<file path="config.mk">
export PLATFORM = sky130hd
export DESIGN_NAME = sync_fifo_gen2
export DESIGN_NICKNAME = d
export VERILOG_FILES = /design/src/rtl/sync_fifo_gen2.sv
export SDC_FILE = /design/constraint.sdc
export NUM_CORES = 1
export LEC_CHECK = 0
export CAP_MARGIN = 10
export CORE_ASPECT_RATIO = 2
export CORE_UTILIZATION = 56
export DETAILED_ROUTE_END_ITERATION = 8
export PLACE_DENSITY = 0.74
export SLEW_MARGIN = 30
export SYNTH_ARGS = -nofsm -noshare
export SYNTH_HDL_FRONTEND = slang
export SYNTH_SLANG_ARGS = --single-unit
</file>
<file path="constraint.sdc">
create_clock -name clk -period 3 [get_ports clk]
set_input_delay 0.9 -clock clk [delete_from_list [all_inputs] [get_ports clk]]
set_output_delay 0.9 -clock clk [all_outputs]
set_load 0.02 [all_outputs]
</file>
<file path="src/rtl/sync_fifo_gen2.sv">
// Single-clock FIFO with almost thresholds, optional FWFT read mode, sticky errors and flush.
// Latency: standard mode data_out/valid one cycle after rd_en; FWFT head word visible the cycle after it is written.
// Backpressure: writes rejected when full unless a read is accepted in the same cycle; reads rejected when empty.
//
// Ports: clk, rst_n (async active-low), flush (sync clear), wr_en/data_in (write side),
//        rd_en (read / FWFT pop), err_clr (clears sticky errors), data_out/valid (read side),
//        full/almost_full/empty/almost_empty/count (occupancy), overflow/underflow (sticky errors).
module sync_fifo_gen2 #(
    parameter int WIDTH    = 8,
    parameter int DEPTH    = 32,
    parameter int AF_LEVEL = DEPTH - 2,
    parameter int AE_LEVEL = 2,
    parameter int FWFT     = 0,
    localparam int CW      = $clog2(DEPTH + 1),
    localparam int PW      = ($clog2(DEPTH) < 1) ? 1 : $clog2(DEPTH)
) (
    input  logic             clk,
    input  logic             rst_n,
    input  logic             flush,
    input  logic             wr_en,
    input  logic [WIDTH-1:0] data_in,
    input  logic             rd_en,
    input  logic             err_clr,
    output logic [WIDTH-1:0] data_out,
    output logic             valid,
    output logic             full,
    output logic             almost_full,
    output logic             empty,
    output logic             almost_empty,
    output logic [CW-1:0]    count,
    output logic             overflow,
    output logic             underflow
);

    logic [WIDTH-1:0] mem [DEPTH];
    logic [PW-1:0]    wr_ptr;
    logic [PW-1:0]    rd_ptr;

    logic rd_acc;
    logic wr_acc;
    logic rd_do;
    logic wr_do;

    // Pointers wrap by explicit compare so DEPTH need not be a power of two.
    function automatic logic [PW-1:0] ptr_inc(input logic [PW-1:0] p);
        return (p == PW'(DEPTH - 1)) ? '0 : p + PW'(1);
    endfunction

    // Status flags decode straight from the registered count.
    assign full         = (count == CW'(DEPTH));
    assign empty        = (count == '0);
    assign almost_full  = (count >= CW'(AF_LEVEL));
    assign almost_empty = (count <= CW'(AE_LEVEL));

    // A read frees a slot in the same cycle, so a write into a full FIFO
    // is accepted alongside it. A read never bypasses an empty FIFO.
    assign rd_acc = rd_en & ~empty;
    assign wr_acc = wr_en & (~full | rd_acc);

    // Flush discards both requests outright.
    assign rd_do = rd_acc & ~flush;
    assign wr_do = wr_acc & ~flush;

    // Storage is not reset; rst_n gates the write so nothing lands while reset is held.
    always_ff @(posedge clk) begin
        if (wr_do && rst_n) begin
            mem[wr_ptr] <= data_in;
        end
    end

    always_ff @(posedge clk or negedge rst_n) begin
        if (!rst_n) begin
            wr_ptr <= '0;
            rd_ptr <= '0;
            count  <= '0;
        end else if (flush) begin
            wr_ptr <= '0;
            rd_ptr <= '0;
            count  <= '0;
        end else begin
            if (wr_do) begin
                wr_ptr <= ptr_inc(wr_ptr);
            end
            if (rd_do) begin
                rd_ptr <= ptr_inc(rd_ptr);
            end
            case ({wr_do, rd_do})
                2'b10:   count <= count + CW'(1);
                2'b01:   count <= count - CW'(1);
                default: count <= count;
            endcase
        end
    end

    // Sticky errors: a new error in the same cycle as err_clr keeps the flag set.
    // Requests dropped by flush are not errors.
    logic ovf_set;
    logic udf_set;

    assign ovf_set = wr_en & ~wr_acc & ~flush;
    assign udf_set = rd_en & ~rd_acc & ~flush;

    always_ff @(posedge clk or negedge rst_n) begin
        if (!rst_n) begin
            overflow  <= 1'b0;
            underflow <= 1'b0;
        end else begin
            overflow  <= (overflow  & ~err_clr) | ovf_set;
            underflow <= (underflow & ~err_clr) | udf_set;
        end
    end

    generate
        if (FWFT != 0) begin : g_fwft
            // Head word is presented directly; zero while empty so the
            // un-reset storage never leaks X onto data_out.
            assign data_out = empty ? '0 : mem[rd_ptr];
            assign valid    = ~empty;
        end else begin : g_std
            logic [WIDTH-1:0] dout_q;
            logic             vld_q;

            always_ff @(posedge clk or negedge rst_n) begin
                if (!rst_n) begin
                    dout_q <= '0;
                    vld_q  <= 1'b0;
                end else if (flush) begin
                    vld_q  <= 1'b0;
                end else if (rd_acc) begin
                    dout_q <= mem[rd_ptr];
                    vld_q  <= 1'b1;
                end else begin
                    vld_q  <= 1'b0;
                end
            end

            assign data_out = dout_q;
            assign valid    = vld_q;
        end
    endgenerate

endmodule

</file>
==> reports/results.txt <==
most common cell after layout, fill and taps aside: edfxtp_1
row count: 73
I/O pin total: 35
post-synth cell types: 56
largest net degree at the start of global routing: 35
Initial DRC Count: 554
vias in the first global route: 6,421
Total Power Consumption: 10.3 mW
CTS Buffer Depth: 3
final hold viol count: 0
drt drc: 0
critical path required time: 2.10 ns
total of max-cap violations: 0
Via Count: 6,110
Setup CP Type: flip-flop to output pin
power density over the cells: 766 mW/mm2
Lkg Pwr: 4.53 nW
CTS tree: built
R2R depth: 9
# port buffers: 34
Yosys reg bits: 283
syn avg cell area: 18.7 um2
minimum clock period after layout: 2.93 ns
Worst Max-Slew Pin Slew: 0.689 ns
share of cells above drive strength 1: 25.1%
Num CTS Buffers: 23
Crit path arrival time: 2.03 ns
global-route wire length before repair: 36.5 mm
Hold EP: data_out[6]
Post-synth EDFFs: 256
sequential element share of the synthesized area: 72.8%
Final GP Congestion: 0.860
CTS HTree Levels: 1
Die Span X: 103 um
starting density of the core: 57.5%
Mapped Nets: 641
Clk Latency, worst-skew pair: 0.52 ns
min-delay src: data_out[6]
Total GRT Usage: 24.3%
RR Endpoint: count[5]
Total Wirelength: 23.8 mm
status: finished, final reports clean
Std-Cell Core Area: 0.0200 mm2
Worst Setup SP: count[2]
pre-CTS setup slack: -0.399 ns
Hold Crit Class: flip-flop to flip-flop
Ys Warns: 0
Tcrit/Tclk final: 97.8%
fin. max-slew vios: 0
fin util: 67.0%
Final setup viols: 0
Chip Height: 205 um
fmax: 341 MHz
CTS sink cnt: 283
initial antenna violation count: 0
hold depth: 1
synth top area cells: edfxtp_1 (67%), mux4_2 (11%), dfrtp_1 (5.9%), mux2i_1 (2.4%), nor2_1 (1.7%)
unrepaired setup endpoints after global routing: false
area delta synth->final: 16.6%
Via density: 6.16
Main synth FF type: edfxtp_1
detailed placement HPWL: 16.1 mm
root buffer cell: clkbuf_16
Critical Path Source Type: flip-flop
PnR worst setup slack: 0.0666 ns
max_slew headroom: 53.9%
clock slew at reported path FFs: 0.07 ns
Setup Skew: 0.0153 ns
Synth top area share: 66.9%
grt total ovfl: 0
Routed WL per cell: 24.0 um
worst r2r src: count[3]
commonest non-fill, non-tap cells in the layout: edfxtp_1 (256), buf_4 (68), mux4_2 (54)
critical path fanouts, max: 5
asr flop ratio synth: 9.54%
TritonRoute pass-1 iters: 5
post-synthesis instance total: 615
Final ANT Viol Nets: 0
Max rail drop VDD: 0.544 mV
Post-layout nets: 740
Post-Syn Area: 0.0115 mm2
die area: 0.0211 mm2
Reg2Reg Setup Slack: 0.33 ns
Yosys top cell by area: edfxtp_1
diode count: 0
crit end category: output pin
==> state kept, by name, indices dropped and copies added (netlist names) <==
signal	cells
overflow	1
wr_ptr	5
underflow	1
data_out	8
mem	256
rd_ptr	5
count	6
valid	1
==> layer usage <==
| metal | track usage [%] | vias to the layer above | routed length, um |
|---|---|---|---|
| li1 | - | 2706 | - |
| met1 | 27.5 | 3114 | 8050 |
| met2 | 44.0 | 217 | 13300 |
| met3 | 2.18 | 73 | 1110 |
| met4 | 13.3 | 0 | 1370 |
| met5 | 0 | - | 0 |
==> power by group <==
group,internal (mW),leakage [nW],switching [mW]
Clock,2.06,0.416,1.31
Sequential,4.41,2.66,0.199
Combinational,1.18,1.46,1.10
Total,7.65,4.53,2.61
==> stage by stage <==
| step | setup TNS (ns) | instances | instance area, um2 | hold slack, ns |
|---|---|---|---|---|
| after global placement | -0.252 | 951 | 12500 | 0.475 |
| after detailed placement | -0.426 | 951 | 12500 | 0.490 |
| after floorplan | 0 | 615 | 11500 | 0.505 |
| after CTS | 0 | 992 | 13400 | 0.506 |
| after global routing | 0 | 992 | 13400 | 0.519 |
| final | 0 | 992 | 13400 | 0.500 |
==> final cells by class <==
type / count / area, um2
well taps: 262 / 328
fillers: 1289 / 6600
clock buffers: 28 / 614
flip-flops and latches: 283 / 8370
inverters: 8 / 30.0
clock inverters: 13 / 244
multi-input cells: 293 / 2920
repair buffers: 105 / 903
==> worst max-delay path by stage <==
stage,endpoint,slack [ns],cells past startpoint
finish,empty,0.07,3
global route,empty,0.002,3
floorplan,count[5],0.16,8
CTS,almost_empty,0.04,3
detailed placement,count[5],-0.40,9
global placement,count[5],-0.25,9
==> worst max-delay path: stages, from the launching register on <==
cell and delay (ns):
dfrtp_1 0.46, or4_4 0.61, nor2_1 0.12, dlygate4sd2_1 0.33
==> cells by family (layout without fill, tap and decap cells) <==
kind of cell             after synthesis  count (layout)  share of synthesized area [%]
buffers and inverters                 39             154                           1.94
multiplexers                          81              81                           12.9
adder cells (fa/ha/maj)               12              12                           1.37
AO/OA/AOI/OAI                        100             100                           6.37
XOR/XNOR                               4               4                          0.305
AND/OR/NAND/NOR                       96              96                           4.32
flip-flops                           283             283                           72.8
==> cells in the mapped netlist (all sizes together) (2+ instances only) <==
cell    number
a21oi       27
nor2        51
a21o         4
a221oi      10
a211o        8
nor2b        2
buf         21
clkbuf      10
nand3        3
nand3b       5
or3b         2
or4          2
dfrtp       27
nand2       10
nor3         4
a41o         2
nand4        2
nand2b       3
mux2i       27
o21ai       11
mux4        54
a211oi       4
xor2         2
and2         2
xnor2        2
o32ai        2
edfxtp     256
ha          11
a22oi       27
and3         3
inv          8
nor4         3
==> timing repair <==
action	in CTS	in global routing
hold buffers	0	0
resized for setup	4	3
setup buffers	0	0
setup endpoints to repair	3	2
Note: power is estimated with default switching activity, not from simulation.
